[src/rtl/rc6_key_schedule.sv]
// RC6-32/R/b key expansion engine: INIT fills S with the P32/Q32 progression,
// MIX runs 3*max(C,T) single-cycle mixing steps over S and the user key words L.
module rc6_key_schedule #(
  parameter int unsigned R = 20,
  parameter int unsigned C = 4
) (
  input  logic                        clk,
  input  logic                        rst,
  input  logic                        start,
  input  logic [32*C-1:0]             key,
  output logic                        busy,
  output logic                        keys_valid,
  output logic                        done,
  input  logic [$clog2(2*R+4)-1:0]    rk_addr,
  output logic [31:0]                 rk_data
);

  localparam int unsigned W  = 32;
  localparam int unsigned T  = 2 * R + 4;
  localparam int unsigned N  = 3 * ((C > T) ? C : T);
  localparam int unsigned IW = $clog2(T);
  localparam int unsigned JW = (C > 1) ? $clog2(C) : 1;
  localparam int unsigned NW = $clog2(N);

  localparam logic [W-1:0]  P32    = 32'hB7E15163;
  localparam logic [W-1:0]  Q32    = 32'h9E3779B9;
  localparam logic [IW-1:0] I_LAST = IW'(T - 1);
  localparam logic [JW-1:0] J_LAST = JW'(C - 1);
  localparam logic [NW-1:0] N_LAST = NW'(N - 1);
  localparam logic [IW:0]   T_L    = (IW + 1)'(T);

  typedef enum logic [2:0] {IDLE, LOAD, INIT, MIX, READY} state_e;

  state_e          state_q, state_d;
  logic [IW-1:0]   i_q, i_d;
  logic [JW-1:0]   j_q, j_d;
  logic [NW-1:0]   cnt_q, cnt_d;
  logic [W-1:0]    a_q, a_d;
  logic [W-1:0]    b_q, b_d;
  logic            done_q, done_d;
  logic [W-1:0]    rk_data_q, rk_data_d;

  logic [W-1:0]    s_q [T];
  logic [W-1:0]    l_q [C];

  logic            s_we;
  logic [W-1:0]    s_wdata;
  logic            l_we;
  logic            l_load;
  logic [W-1:0]    l_wdata;
  logic [W-1:0]    mix_a;
  logic [W-1:0]    mix_ab;
  logic [W-1:0]    mix_b;

  function automatic logic [W-1:0] rotl(input logic [W-1:0] x, input logic [4:0] n);
    logic [2*W-1:0] t;
    t = {x, x} << n;
    return t[2*W-1:W];
  endfunction

  always_comb begin
    mix_a  = rotl(s_q[i_q] + a_q + b_q, 5'd3);
    mix_ab = mix_a + b_q;
    mix_b  = rotl(l_q[j_q] + mix_ab, mix_ab[4:0]);
  end

  always_comb begin
    state_d = state_q;
    i_d     = i_q;
    j_d     = j_q;
    cnt_d   = cnt_q;
    a_d     = a_q;
    b_d     = b_q;
    done_d  = 1'b0;
    s_we    = 1'b0;
    s_wdata = a_q;
    l_we    = 1'b0;
    l_load  = 1'b0;
    l_wdata = b_q;
    case (state_q)
      IDLE, READY: begin
        if (start) begin
          l_load  = 1'b1;
          state_d = LOAD;
        end
      end
      LOAD: begin
        i_d     = '0;
        a_d     = P32;
        state_d = INIT;
      end
      // A doubles as the running P32 + k*Q32 accumulator during INIT.
      INIT: begin
        s_we    = 1'b1;
        s_wdata = a_q;
        a_d     = a_q + Q32;
        if (i_q == I_LAST) begin
          i_d     = '0;
          j_d     = '0;
          a_d     = '0;
          b_d     = '0;
          cnt_d   = '0;
          state_d = MIX;
        end else begin
          i_d = i_q + IW'(1);
        end
      end
      MIX: begin
        s_we    = 1'b1;
        s_wdata = mix_a;
        l_we    = 1'b1;
        l_wdata = mix_b;
        a_d     = mix_a;
        b_d     = mix_b;
        i_d     = (i_q == I_LAST) ? '0 : i_q + IW'(1);
        j_d     = (j_q == J_LAST) ? '0 : j_q + JW'(1);
        if (cnt_q == N_LAST) begin
          state_d = READY;
          done_d  = 1'b1;
        end else begin
          cnt_d = cnt_q + NW'(1);
        end
      end
      default: state_d = IDLE;
    endcase
  end

  always_comb begin
    rk_data_d = '0;
    if ({1'b0, rk_addr} < T_L) rk_data_d = s_q[rk_addr];
  end

  always_ff @(posedge clk) begin
    if (rst) begin
      state_q   <= IDLE;
      i_q       <= '0;
      j_q       <= '0;
      cnt_q     <= '0;
      a_q       <= '0;
      b_q       <= '0;
      done_q    <= 1'b0;
      rk_data_q <= '0;
    end else begin
      state_q   <= state_d;
      i_q       <= i_d;
      j_q       <= j_d;
      cnt_q     <= cnt_d;
      a_q       <= a_d;
      b_q       <= b_d;
      done_q    <= done_d;
      rk_data_q <= rk_data_d;
    end
  end

  always_ff @(posedge clk) begin
    if (s_we) s_q[i_q] <= s_wdata;
    if (l_load) begin
      for (int unsigned c = 0; c < C; c++) l_q[c] <= key[32*c +: 32];
    end else if (l_we) begin
      l_q[j_q] <= l_wdata;
    end
  end

  assign busy       = (state_q == LOAD) || (state_q == INIT) || (state_q == MIX);
  assign keys_valid = (state_q == READY);
  assign done       = done_q;
  assign rk_data    = rk_data_q;

endmodule
[config.mk]
export PLATFORM = sky130hd
export DESIGN_NAME = rc6_key_schedule
export DESIGN_NICKNAME = d
export VERILOG_FILES = /design/src/rtl/rc6_key_schedule.sv
export SDC_FILE = /design/constraint.sdc
export NUM_CORES = 2
export LEC_CHECK = 0
export ABC_CLOCK_PERIOD_IN_PS = 20800
export CAP_MARGIN = 20
export CORE_MARGIN = 1
export CORE_UTILIZATION = 29
export CTS_CLUSTER_SIZE = 30
export DETAILED_ROUTE_END_ITERATION = 10
export PLACE_DENSITY = 0.46
export SLEW_MARGIN = 10
export SYNTH_ARGS = -nofsm -noshare
export SYNTH_HDL_FRONTEND = slang
export SYNTH_SLANG_ARGS = --single-unit
[constraint.sdc]
create_clock -name clk -period 20.8 [get_ports clk]
set_input_delay 3.12 -clock clk [delete_from_list [all_inputs] [get_ports clk]]
set_output_delay 3.12 -clock clk [all_outputs]
set_load 0.02 [all_outputs]
==> results.toml <==
[power]
pwr-share-comb_pct = 44.2
powerDensity_mw_per_mm2 = 137
seqPwrFrac_pct = 29.8
switchingPower_uw = 5460
power_uw = 13300
p_int_uw = 7830
irDropWorstVdd_mv = 0.156
swShare_pct = 41.1
power_frac_clock_pct = 25.9
power.leakage_uw = 0.0308

[place]
place_hpwl_um = 178000
place_area_sq_mm = 0.0903
place.gp.congestion = 0.890
io_buffers = 171

[sta]
setup-tns-final_ps = 0
finalMaxSlewViolations = 0
setup_viol = 0
rsz0062_at_grt = "no"
whs_ps = 484
hold_violations = 0
skew_ps = 95.7
period_share_pct = 70.0
tightest_slew_ps = 1240
period_needed_ps = 14550
fmax_mhz = 68.7
slew-limit-headroom_pct = 16.5

[detailed_routing]
met1Wirelength_um = 126000
dr.pass1.iters = 6
vias_per_cell = 5.58
vias = 51200
wl_met3_um = 16800
postRouteAntennaNets = 0
wl_met2_um = 141000
route.detailed.drc = 0
finalWirelength_um = 293000
highest_layer = "met5"
wire_per_inst_um = 31.9
drtIter0Drc = 4989

[finish]
drive_above_1_share_pct = 27.0
postLayoutCoreUtil_pct = 33.9
area_growth_pct = 15.9
finalInstanceArea_sq_mm = 0.0968
nets = 5514

[synthesis]
synth_nets = 5359
synthFlopType = "edfxtp_1"
netlist_area_sq_mm = 0.0836
yosysUniqueCellTypes = 80
synth-seq-cells = 1660
synth_edf_count = 1536
synthArstFlopShare_pct = 0
yosysSeqAreaShare_pct = 58.2
synthCells = 5093
synth_area_per_cell_sq_um = 16.4
yosysWarnings = 0

[cts]
cts_sinks = 1660
htree_levels = 4
cts_tree = "done"
ctsResizeCount = 0
cts_setup_buffers = 0
cts_buffers = 189
holdBufCountCts = 0
clkTransAtPathRegs_ps = 50
cts_max_path_buffers = 3
cts-root-buf = "clkbuf_16"
clk_latency_ps = 890

[worst_setup_path]
slowest_delay_ps = 810
crit_path_frequent_cell = "a21oi_1"
cp_max_fo = 84
cp-start-kind = "register"
r2r_slack_ps = 6250
crit_required_ps = 21330
end_kind = "register"
arrival_ps = 15080
crit_type = "register to register"
cp_slowest_cell = "o21ai_0"

[floorplanning]
fp.dieH_um = 539
initial_utilization_pct = 29.2
coreArea_sq_mm = 0.286
die_w_um = 539
rows = 196
die-area_sq_mm = 0.290
io-pin-count = 172

[global_routing]
grt_pass1_wl_um = 410000
grt_pass1_vias = 52100
grt-ovfl-total = 0
grt_max_degree = 104
antenna_found_initial = 6
track_usage_pct = 19.9

[status]
status = "finished clean"

[worst_hold_path]
hold_path_class = "register to register"

[run]
cap_violations = 0
## layout make-up
cell class | count | area, sq um
fill | 27200 | 189000
sequential | 1660 | 48600
multi-input combinational | 3036 | 33900
clock buffer | 234 | 4990
tap | 3762 | 4710
timing repair buffer | 331 | 3060
clock inverter | 117 | 1430
inverter | 30 | 113
antenna | 1 | 2.50
## cell usage in the layout, fill, tap and decap left out, types with 55 or more instances in the layout
| master | n |
|---|---|
| edfxtp_1 | 1536 |
| mux4_2 | 873 |
| nand2_1 | 402 |
| o21ai_0 | 269 |
| nor2_1 | 244 |
| a21oi_1 | 193 |
| clkbuf_16 | 191 |
| clkdlybuf4s50_1 | 164 |
| mux2i_1 | 157 |
| buf_4 | 150 |
| dfxtp_1 | 116 |
| ha_1 | 95 |
| a21o_1 | 55 |
## path summary, 6_finish.rpt
kind | from | to | cells past startpoint
worst max-delay path | register | l_q[0][14] | 42
worst min-delay path | cnt_q[1] | cnt_q[1] | 2
worst max register to register | register | l_q[0][14] | 42
worst min register to register | cnt_q[1] | cnt_q[1] | 2
## stage by stage
stage / worst slack, ps / std cells
after floorplan: 8020 / 5093
after global placement: 6460 / 8813
after detailed placement: 6340 / 8815
after CTS: 6260 / 9166
after global routing: 5210 / 9171
final: 6250 / 9171
## kinds of logic after synthesis
group	after synthesis	synth area share (%)
DFF	1660	58.2
adders and majority gates	129	2.24
and+or+nand+nor	930	4.80
muxes	1067	25.9
buffers and inverters	397	1.79
xor gates and xnor gates	101	1.08
AOI/OAI and AO/OA	809	6.03
## critical path: cells and delay by family, from the launching register on
family / cells / cell delay, ps
AOI/OAI and AO/OA: 25 / 7230
buffers and inverters: 2 / 1240
DFF: 1 / 370
and+or+nand+nor: 6 / 1650
muxes: 3 / 1250
adders and majority gates: 5 / 2060
xor gates and xnor gates: 1 / 140
## power by group through the flow
stage | logic [uW] | registers [uW] | clock network, uW
after floorplan | 3890 | 4000 | 0
after global placement | 5820 | 4030 | 0
after detailed placement | 5830 | 4040 | 0
after CTS | 5850 | 3970 | 3520
after global routing | 6330 | 3970 | 3650
final | 5880 | 3960 | 3450
## registers in the layout, indices dropped and copies added, names as in the netlist, named ones only
register and cells:
done 1, cnt_q 8, b_q 32, a_q 32
state_q 3, i_q 6, s_q 1408, j_q 2
l_q 128, rk_data 32
## cells in the mapped netlist (94+ instances only)
cell type	count	area, sq um
a21oi_1	193	966
buf_1	94	353
clkbuf_1	270	1010
dfxtp_1	124	2480
edfxtp_1	1536	46100
ha_1	95	1190
mux2i_1	157	1570
mux4_2	873	19700
nand2_1	408	1530
nor2_1	286	1070
o21ai_0	278	1390
## routing by layer
layer  track usage (%)  vias to the layer above
li1                  -                    21300
met1              27.1                    27700
met2              32.6                     1828
met3              3.01                      364
met4              5.91                        4
met5                 0                        -
Note: power is estimated with default switching activity, not from simulation.
